--- src/rtl/tpu_log_pkg.sv ---
// Shared types and constants for the TPU result logger.
// Optional feature macro: TPU_LOG_TIMESTAMP_EN (adds a 16-bit cycle stamp per record).
package tpu_log_pkg;

  localparam logic [3:0] MLP_IDLE_STATE = 4'd0;
  localparam int SEQ_W     = 8;
  localparam int TS_W      = 16;
  localparam int LAYER_W   = 3;
  localparam int LOG_ACC_W = 32;

  typedef enum logic [1:0] {
    IDLE    = 2'd0,
    ARMED   = 2'd1,
    LOGGING = 2'd2,
    DONE    = 2'd3
  } log_state_t;

  // Canonical record layout at the default accumulator width.
  typedef struct packed {
    logic [LOG_ACC_W-1:0] acc0;
    logic [LOG_ACC_W-1:0] acc1;
    logic [LAYER_W-1:0]   layer;
    logic [SEQ_W-1:0]     seq;
`ifdef TPU_LOG_TIMESTAMP_EN
    logic [TS_W-1:0]      ts;
`endif
  } log_record_t;

endpackage

--- src/rtl/log_fifo.sv ---
// First-word-fall-through circular record buffer; when empty the read side
// keeps presenting the last record popped.
module log_fifo
  import tpu_log_pkg::*;
#(
  parameter int  DEPTH = 16,
  parameter type rec_t = log_record_t
) (
  input  logic                     clk,
  input  logic                     flush,
  input  logic                     push,
  input  logic                     pop,
  input  rec_t                     wdata,
  output rec_t                     rdata,
  output logic                     full,
  output logic                     empty,
  output logic [$clog2(DEPTH):0]   count
);

  localparam int PTR_W = $clog2(DEPTH);
  localparam int CNT_W = PTR_W + 1;

  rec_t             mem [DEPTH];
  rec_t             last_q;
  logic [PTR_W-1:0] wr_ptr;
  logic [PTR_W-1:0] rd_ptr;
  logic             do_push;
  logic             do_pop;

  assign full    = (count == CNT_W'(DEPTH));
  assign empty   = (count == '0);
  assign do_pop  = pop && !empty;
  assign do_push = push && (!full || do_pop);
  assign rdata   = empty ? last_q : mem[rd_ptr];

  always_ff @(posedge clk) begin
    if (flush) begin
      wr_ptr <= '0;
      rd_ptr <= '0;
      count  <= '0;
      last_q <= '0;
    end else begin
      if (do_push) wr_ptr <= wr_ptr + 1'b1;
      if (do_pop) begin
        rd_ptr <= rd_ptr + 1'b1;
        last_q <= mem[rd_ptr];
      end
      case ({do_push, do_pop})
        2'b10:   count <= count + 1'b1;
        2'b01:   count <= count - 1'b1;
        default: count <= count;
      endcase
    end
  end

  // NOTE: storage has no reset; the pointers and count define what is valid.
  always_ff @(posedge clk) begin
    if (do_push) mem[wr_ptr] <= wdata;
  end

endmodule

--- src/rtl/tpu_result_logger.sv ---
// Captures one record per rising edge of mlp_acc_valid during an armed MLP run.
// Optional feature macro: TPU_LOG_TIMESTAMP_EN (per-record cycle stamp, rd_timestamp port).
module tpu_result_logger
  import tpu_log_pkg::*;
#(
  parameter int DEPTH = 16,
  parameter int ACC_W = 32
) (
  input  logic                    clk,
  input  logic                    rst,
  input  logic                    arm,
  input  logic                    clear,
  input  logic [3:0]              mlp_state,
  input  logic [LAYER_W-1:0]      mlp_layer,
  input  logic                    mlp_acc_valid,
  input  logic [ACC_W-1:0]        mlp_acc0,
  input  logic [ACC_W-1:0]        mlp_acc1,
  input  logic                    rd_ready,
  output logic                    rd_valid,
  output logic [ACC_W-1:0]        rd_acc0,
  output logic [ACC_W-1:0]        rd_acc1,
  output logic [LAYER_W-1:0]      rd_layer,
  output logic [SEQ_W-1:0]        rd_seq,
`ifdef TPU_LOG_TIMESTAMP_EN
  output logic [TS_W-1:0]         rd_timestamp,
`endif
  output logic [1:0]              log_state,
  output logic [$clog2(DEPTH):0]  count,
  output logic                    overflow,
  output logic [7:0]              dropped_cnt
);

  typedef struct packed {
    logic [ACC_W-1:0]   acc0;
    logic [ACC_W-1:0]   acc1;
    logic [LAYER_W-1:0] layer;
    logic [SEQ_W-1:0]   seq;
`ifdef TPU_LOG_TIMESTAMP_EN
    logic [TS_W-1:0]    ts;
`endif
  } rec_t;

  log_state_t       state, state_next;
  logic             flush;
  logic             acc_valid_q;
  logic             capture;
  logic             drop;
  logic             full;
  logic             empty;
  logic [SEQ_W-1:0] seq;
  rec_t             wr_rec;
  rec_t             head;

  // clear behaves exactly like reset; the caller's priority order is irrelevant here.
  assign flush   = rst || clear;
  assign capture = (state == LOGGING) && mlp_acc_valid && !acc_valid_q;
  // A full buffer only loses the record when the reader is not popping this cycle.
  assign drop    = capture && full && !rd_ready;

  always_ff @(posedge clk) begin
    if (flush) state <= IDLE;
    else       state <= state_next;
  end

  // NOTE: defaults first so every path assigns state_next and no latch is inferred.
  always_comb begin
    state_next = state;
    case (state)
      IDLE:    if (arm) state_next = ARMED;
      ARMED:   if (mlp_state != MLP_IDLE_STATE) state_next = LOGGING;
      LOGGING: if (mlp_state == MLP_IDLE_STATE) state_next = DONE;
      DONE:    if (arm) state_next = ARMED;
      default: state_next = IDLE;
    endcase
  end

  always_ff @(posedge clk) begin
    if (flush) begin
      acc_valid_q <= 1'b0;
      seq         <= '0;
      overflow    <= 1'b0;
      dropped_cnt <= '0;
    end else begin
      acc_valid_q <= mlp_acc_valid;
      if (capture) seq <= seq + 1'b1;
      if (drop) begin
        overflow <= 1'b1;
        if (dropped_cnt != 8'hFF) dropped_cnt <= dropped_cnt + 1'b1;
      end
    end
  end

`ifdef TPU_LOG_TIMESTAMP_EN
  logic [TS_W-1:0] ts;

  always_ff @(posedge clk) begin
    if (flush)                                        ts <= '0;
    else if (state == ARMED && state_next == LOGGING) ts <= '0;
    else if (state == LOGGING)                        ts <= ts + 1'b1;
  end

  assign wr_rec.ts    = ts;
  assign rd_timestamp = head.ts;
`endif

  assign wr_rec.acc0  = mlp_acc0;
  assign wr_rec.acc1  = mlp_acc1;
  assign wr_rec.layer = mlp_layer;
  assign wr_rec.seq   = seq;

  log_fifo #(
    .DEPTH (DEPTH),
    .rec_t (rec_t)
  ) u_fifo (
    .clk   (clk),
    .flush (flush),
    .push  (capture),
    .pop   (rd_ready),
    .wdata (wr_rec),
    .rdata (head),
    .full  (full),
    .empty (empty),
    .count (count)
  );

  assign rd_valid  = !empty;
  assign rd_acc0   = head.acc0;
  assign rd_acc1   = head.acc1;
  assign rd_layer  = head.layer;
  assign rd_seq    = head.seq;
  assign log_state = state;

endmodule

--- config.mk ---
export PLATFORM = sky130hd
export DESIGN_NAME = tpu_result_logger
export DESIGN_NICKNAME = d
export VERILOG_FILES = /design/src/rtl/tpu_log_pkg.sv /design/src/rtl/log_fifo.sv /design/src/rtl/tpu_result_logger.sv
export SDC_FILE = /design/constraint.sdc
export NUM_CORES = 1
export LEC_CHECK = 0
export BUFFER_PORTS_ARGS = -buffer_cell sky130_fd_sc_hd__buf_2
export CORE_UTILIZATION = 52
export DETAILED_ROUTE_END_ITERATION = 6
export GPL_TIMING_DRIVEN = 1
export PLACE_DENSITY = 0.76
export SKIP_CTS_REPAIR_TIMING = 1
export SLEW_MARGIN = 30
export SYNTH_ARGS = -nofsm -noshare
export SYNTH_HDL_FRONTEND = slang
export SYNTH_SLANG_ARGS = --single-unit
export TNS_END_PERCENT = 20
--- constraint.sdc ---
create_clock -name clk -period 9.8 [get_ports clk]
set_input_delay 0 -clock clk [delete_from_list [all_inputs] [get_ports clk]]
set_output_delay 0 -clock clk [all_outputs]
set_load 0.03 [all_outputs]
==> After elaboration in Yosys (flattened, before gate mapping) <==
Memory sizes are Yosys's and may differ from the RTL's. A register that Yosys moved wholly into a read port is not among the register bits.
Index checks and enable logic that the tools add are counted.
{ "totals": {"rom_bits": 0, "elab_cells": 59, "ram_bits": 1200, "ff_bits": 108, "mem_count": 1, "latchBits": 0, "output_inout_bits": 92} }
{ "classes": {"n_lt_le_gt_ge": 0, "muxes": 10, "n_addsub": 6, "n_mul": 0, "eq_ne": 10, "shifts": 0, "bitwise": 0, "reduce_logical": 20, "n_div": 0} }
{ "memory_table": {"columns": ["memory", "depth", "width", "read_ports", "rd_clocked_by_memory_dff", "write_ports", "line", "text"], "rows": [
  ["u_fifo.mem", 16, 75, 1, 1, 1, "log_fifo.sv:23", "rec_t mem [DEPTH];"]
]} }
{ "ops": {"columns": ["op", "count"], "rows": [
  ["$mux W75", 1],
  ["$add A8 B1 Y8 const B", 2],
  ["$pmux W5 S2", 1],
  ["$add A4 B1 Y4 const B", 2],
  ["$mux W4", 2],
  ["$ne A8 B8 Y1 const B", 1],
  ["$eq A2 B2 Y1 const B", 3],
  ["$logic_and A1 B1 Y1", 6],
  ["$mux W2", 3],
  ["$pmux W2 S3", 1],
  ["$add A5 B1 Y5 const B", 1],
  ["$eq A5 B5 Y1 const B", 1],
  ["$logic_not A5 Y1", 1],
  ["$sub A5 B1 Y5 const B", 1],
  ["$eq A2 B1 Y1 const B", 2],
  ["$logic_not A1 Y1", 4],
  ["$logic_not A4 Y1", 1],
  ["$ne A2 B1 Y1 const B", 2],
  ["$reduce_bool A4 Y1", 1],
  ["$reduce_and A3 Y1", 1],
  ["$logic_not A2 Y1", 1],
  ["$logic_or A1 B1 Y1", 2],
  ["$mux W1", 2],
  ["$ne A2 B2 Y1 const B", 1],
  ["3 further kinds", 3]
]} }

==> Logic depth before layout (Yosys ltp) <==
Gate-level depths: netlist of the first run.
{ "depth": {"word_depth": 7, "depth_mapped": 15, "depth_no_buf": 12} }

==> Modules after synthesis <==
A second synthesis of the first run with hierarchy kept.
{ "unflattened": {"hier_cells": 2472, "hier_area_um2": 51267.9} }
{ "modules_own_cells": {"columns": ["mod", "seq_area_each_um2", "instances", "area_each_um2", "cells_each"], "rows": [
  ["log_fifo", 37876.3, 1, 50299.5, 2365],
  ["tpu_result_logger", 400.4, 1, 968.4, 107]
]} }

==> Worst setup path after synthesis of the first run <==
Ideal clock, no wire load.
{ "synth_path": {"path_kind": "register to register", "startpoint": "register state[1], in the netlist log_state[1]", "endpoint": "memory u_fifo.mem[0][0] (netlist name) (enable)", "setup_ns": 0.600, "period_less_slack_ns": 7.331, "path_stages_with_launch": 6, "required_ns": 9.200, "slack_ns": 2.469, "t_arrival_ns": 6.731, "path_buffers": 0, "path_cell_list": "dfxtp_1 ha_1 nand3b_1 a21oi_1 nand2_1 nor3_1"} }
{ "synth_between": {"elab_chain_len": 6} }
{ "synth_lines": {"columns": ["item", "line", "text"], "rows": [
  ["start: declaration", "tpu_result_logger.sv:43", "log_state_t state, state_next;"],
  ["start signal: assignment", "tpu_result_logger.sv:62", "else state <= state_next;"],
  ["$eq A2 B2 Y1", "tpu_result_logger.sv:56", "assign capture = (state == LOGGING) && mlp_acc_valid && !acc_valid_q;"],
  ["$logic_and A1 B1 Y1 (2 in series)", "tpu_result_logger.sv:56", null],
  ["$logic_and A1 B1 Y1", "log_fifo.sv:33", "assign do_push = push && (!full || do_pop);"],
  ["$mux W1", "log_fifo.sv:58", "if (do_push) mem[wr_ptr] <= wdata;"],
  ["$mux W1 (implied by the code)", "log_fifo.sv:58", null],
  ["end: declaration", "log_fifo.sv:23", null]
]} }
No other way between the ends.

==> results.ini, run 1 <==
[clock_tree]
cts_buffers = 130
clk_pin_slew_ps = 60
cts_sinks = 1312
cts_tree = yes
cts_root_buffer = clkbuf_16
clk_latency_ps = 740
h-tree-depth = 4
clockBufferDepth = 3

[pwr]
leakage_uw = 0.0188
ir_drop_mv = 0.122
power.density_nw_per_um2 = 189

[synthesis]
synth_top_area_share_pct = 69.9
syn_nets = 2648
synth_cell_types = 53
syn_area_per_cell_sq_um = 20.2
synthFlopType = edfxtp_1
synthTopCellsByArea = edfxtp_1, mux4_2, dfxtp_1, mux2_2, mux2i_1
yosysSeqAreaShare_pct = 74.2
netlist_instances = 2558
synth_edf_count = 1200
synthesis.area_sq_um = 51600
ys_async_sr_fraction_pct = 0
yosysTopAreaCell = edfxtp_1
synth_warnings = 0
synth_seq_cells = 1312

[floorplanning]
fp.dieH_microns = 317
initial_core_util_pct = 52.5
core_sq_um = 98300
fp.dieW_microns = 317
rows = 115
die_area_sq_um = 100000
ios = 169

[sta]
final-hold-violation-count = 0
final_max_slew_viol_count = 0
fin_crit_ps = 4170
worst_pin_slew_ps = 1080
setup_tns_ps = 0
clock.fmax_mhz = 240
rsz0062_at_grt = false
setup_viol = 0
clock-skew-final_ps = 31.9
max_slew_margin_pct = 27.9
post-route-period-util_pct = 42.5

[place]
gp_congestion = 0.757
place_area_sq_um = 54000
post-dp-hpwl_microns = 60500
portBuffers = 168

[final_layout]
fin_nets = 2929
num-fill-cells = 6580
drive_above_1_share_pct = 32.1
syn2layout_area_growth_pct = 14.5
stdcell_area_sq_um = 59000

[min_path]
hp-class = input port to flop

[setup_path]
crit_path_end_kind = primary output
startpoint_type = flop
critPathKind = flop to primary output
worst_ep_arrival_time_ps = 4170
path_max_fanout = 73
cp.required_ps = 9800

[global_route]
grt_pass1_wl_microns = 175000
grt_overflow_total = 0
grt_pass1_vias = 26800
grt_use_total_pct = 24.0
grt_start_max_net_pins = 89
antenna_found_initial = 8

[drt]
drtIter0Drc = 2993
dr.pass1.iters = 5
drc = 0
routed_wl_microns = 121000
via_per_inst = 6.33
avgRoutedWirePerCell_microns = 28.6
ant_nets = 0
vias = 26800

[flow_run]
max-cap-violations = 0

[run_status]
outcome = finished clean

[sequential cells by signal (all words and copies together) (netlist names), named ones only]
signal / count
u_fifo.mem: 1200
u_fifo.last_q: 75
dropped_cnt: 8
seq: 8
u_fifo.count: 5
u_fifo.rd_ptr: 4
u_fifo.wr_ptr: 4
log_state: 2
acc_valid_q: 1
overflow: 1
[worst paths after layout]
kind                                   startpoint                end  slack (ps)  cells past startpoint
worst max-delay path                         flop         rd_acc1[8]        5630                      8
worst min-delay path                mlp_acc_valid        acc_valid_q         110                      3
worst max register to register       log_state[0]  u_fifo.mem[0][72]        5930                      7
worst min register to register  u_fifo.last_q[31]  u_fifo.last_q[31]         450                      2
[final cells by class]
type                            count  area [sq um]  area share [%]
Multi-Input combinational cell   1077         12700            21.5
Antenna cell                        4          10.0          0.0170
Sequential cell                  1312         38300            64.8
Tap cell                         1287          1610            2.73
Timing Repair Buffer              305          2260            3.82
Inverter                           13          48.8          0.0826
Clock buffer                      168          3460            5.85
Clock inverter                     70           704            1.19
[cell usage in the layout, fill, tap and decap left out, drive strengths merged, types with 5 or more instances in the layout]
cell type    Yosys  routed
xor2             8       8
a22oi           76      76
nand2b           5       5
mux2i           78      78
bufinv           0      11
xnor2            7       7
nor2            34      34
ha              13      13
mux2           151     151
nand3           85      85
nor3             9       9
mux4           300     300
a21oi           13      13
clkbuf          76     168
dlygate4sd3      0      76
o31ai            5       5
clkinv           0      45
nand4            6       6
dfxtp          112     112
o21ai           82      82
buf             80     229
or3              5       5
inv             13      23
nand2          161     161
edfxtp        1200    1200
[where the power goes]
part	leakage, uW	internal, uW	switching (uW)
clock	0.00203	2800	2080
sequential	0.0118	6090	2.35
combinational	0.00489	47.1	107
total	0.0188	8940	2190
[critical path, stage by stage (launching register included)]
cell     delay, ps
dfxtp_4        620
buf_6          660
buf_4          550
buf_12         300
mux4_2         330
mux2_2         300
mux2i_1        230
o21ai_1        140
buf_2          230
[logic make-up after synthesis]
family | Yosys count | synth area share (%)
XOR/XNOR | 15 | 0.255
flip-flops | 1312 | 74.2
AO/OA/AOI/OAI | 193 | 2.88
buffers and inverters | 169 | 1.55
adder cells (fa/ha/maj) | 13 | 0.315
AND/OR/NAND/NOR | 327 | 2.90
multiplexers | 529 | 17.9
[routing by layer]
layer  part of all wire [%]  GRT usage, %
met1                     38          32.0
met2                     51          39.9
met3                    8.7          4.74
met4                    2.6          8.44
met5                  0.035             0
[cells in the mapped netlist (2+ instances only)]
| library cell | number |
|---|---|
| mux4_2 | 300 |
| a221o_1 | 2 |
| nor3_1 | 9 |
| nand4_1 | 6 |
| a22oi_2 | 50 |
| mux2i_1 | 78 |
| nand2b_1 | 5 |
| o22ai_1 | 2 |
| nand2_1 | 161 |
| o21ai_0 | 70 |
| o21ai_1 | 11 |
| mux2_2 | 151 |
| ha_1 | 13 |
| o31ai_1 | 5 |
| nand3b_1 | 3 |
| a21oi_1 | 13 |
| and2_1 | 2 |
| a211oi_1 | 3 |
| nor2b_1 | 2 |
| nor3b_1 | 2 |
| clkbuf_1 | 76 |
| xnor2_1 | 7 |
| buf_4 | 9 |
| nor4_1 | 2 |
| buf_6 | 10 |
| nand3_1 | 85 |
| buf_1 | 15 |
| o211ai_1 | 3 |
| a22oi_1 | 26 |
| inv_1 | 13 |
| xor2_1 | 8 |
| dfxtp_1 | 112 |
| buf_2 | 46 |
| nor2_1 | 33 |
| edfxtp_1 | 1200 |
| or4_1 | 3 |
| or3_1 | 5 |
| nor4_4 | 2 |
[metrics by stage]
| stage | util [%] | std cells | worst slack [ps] | power [uW] | hold WS (ps) |
|---|---|---|---|---|---|
| finish | 60.1 | 4236 | 5630 | 11100 | 106 |
| global route | 60.1 | 4234 | 5450 | 11400 | 141 |
| CTS | 59.1 | 4149 | 5470 | 11200 | -528 |
| detailed placement | 54.9 | 3911 | 5910 | 6340 | 250 |
| global placement | 54.8 | 3908 | 5950 | 6330 | 235 |
| floorplan | - | 2558 | 2470 | 6250 | 98.9 |
No activity file was read; power rests on OpenSTA's default activity.
==> inputs of run 2 (changes only) <==
- PLACE_DENSITY: 0.76 -> 0.78
- clock period: 9.8 -> 3.7 ns (I/O delays scaled with it)
==> run 2 against run 1 <==
  * Flip-flop and latch count did not move
  * Non-clock buffer count rose by 20
  * Wire length fell by 1.9%
  * Hold slack got worse by 90 ps
  * Core utilization rose by 0.37 points
  * Die area did not move
  * Sequential share of layout area fell by 0.40 points
  * Combinational power rose to 2.6 times the previous value
==> results.ini, run 2 (synthesis gave the netlist of run 1 again) <==
[clock_tree]
cts_tree = yes
cts_sinks = 1312
clk_latency_ps = 690
h-tree-depth = 3
clockBufferDepth = 3
cts_buffers = 119
clk_pin_slew_ps = 70
cts_root_buffer = clkbuf_16

[sta]
clock-skew-final_ps = 19.4
clock.fmax_mhz = 284
rsz0062_at_grt = false
post-route-period-util_pct = 95.2
fin_crit_ps = 3520
setup_ws_ps = 179
final_max_slew_viol_count = 0
setup_viol = 0
hold_slack_ps = 16.1
worst_pin_slew_ps = 1010
max_slew_margin_pct = 32.5
final-hold-violation-count = 0

[final_layout]
multi_input_area_sq_um = 12700
layout_commonest_cell = edfxtp_1
largest_reg_flops = 1200
drive_above_1_share_pct = 32.6
syn2layout_area_growth_pct = 15.2
finish.utilization_pct = 60.5
top_regs = u_fifo.mem: 1200 flops, u_fifo.last_q: 75 flops
seqCellArea_sq_um = 38300
top_register = u_fifo.mem
fin_nets = 2938
final_cell_mix = edfxtp_1, mux4_2, buf_2
num-fill-cells = 6612

[place]
portBuffers = 168
gp_congestion = 0.783
post-place-ws_ps = 528
post-dp-hpwl_microns = 63300

[drt]
drc = 0
ant_nets = 0
avgRoutedWirePerCell_microns = 28.0
vias = 26400
drtIter0Drc = 2871
dr.pass1.iters = 7
routed_wl_microns = 119000
via_per_inst = 6.22

[global_route]
grt_use_total_pct = 23.6
grt_start_max_net_pins = 77
grt_pass1_vias = 27200
antenna_found_initial = 11
grt_overflow_total = 0
grt_pass1_wl_microns = 173000

[setup_path]
crit_path_top_delay_cell = or4_4
worst_ep_arrival_time_ps = 3520
max_stage_delay_ps = 660
rrSetupSlack_ps = 400
worstPathCellList = or4_4 > nor2_4 > buf_4 > nand2_1 > o21ai_0 > buf_2
path_max_fanout = 23
cp.required_ps = 3700
critPathKind = flop to primary output
crit_path_end_kind = primary output
startpoint_type = flop

[floorplanning]
fp.dieH_microns = 317
fp.dieW_microns = 317
rows = 115
ios = 169
die_area_sq_um = 100000
core_sq_um = 98300
initial_core_util_pct = 52.5

[pwr]
power.density_nw_per_um2 = 493
ir_drop_mv = 0.399
leakage_uw = 0.0189

[min_path]
hp-class = input port to flop

[flow_run]
max-cap-violations = 0

[run_status]
outcome = finished clean

run 2: cell count changes in the layout (fill, tap and decap cells not counted), sizes merged:
cell	change
inv	-6
clkinvlp	+1
buf	+19
dlygate4sd3	+1
clkinv	-7
bufinv	+8
clkbuf	-9
run 2: through the flow:
step	instance area, sq um	setup TNS, ps	cells	total power (uW)
3_5_place_dp	54600	0	3937	16800
6_report	59400	0	4243	29300
2_1_floorplan	51700	-92830	2558	16600
3_3_place_gp	54600	0	3937	16800
4_1_cts	58600	0	4162	29300
5_1_grt	59400	0	4243	30000
run 2: worst paths after layout:
kind,end,startpoint,depth (start not counted)
max reg2reg,u_fifo.count[2],log_state[0],12
min,u_fifo.last_q[12],clear,5
max,rd_acc1[28],u_fifo.count[1],6
min reg2reg,u_fifo.last_q[4],u_fifo.last_q[4],2
run 2: critical path: cells and delay by family, from the launching register on:
kind	cells	cell delay (ps)
AOI/OAI and AO/OA	1	250
DFF	1	430
and+or+nand+nor	3	1380
buffers and inverters	2	740
run 2: power by group:
part	internal (uW)	switching [uW]
logic	124	277
registers	16100	5.99
clock network	7440	5300
run 2: cell type report:
class	instances	share of cell area [%]
Multi-Input combinational cell	1077	21.4
Clock inverter	66	1.42
Inverter	13	0.0821
Sequential cell	1312	64.5
Tap cell	1287	2.71
Clock buffer	159	5.42
Timing Repair Buffer	325	4.52
Antenna cell	4	0.0168
run 2: layer usage:
metal  vias up  part of all wire [%]  track usage (%)
li1      11100                     -                -
met1     13800                    39             31.6
met2      1313                    50             39.3
met3       226                   8.2             4.12
met4        10                   2.7             8.33
met5         -                 0.051                0
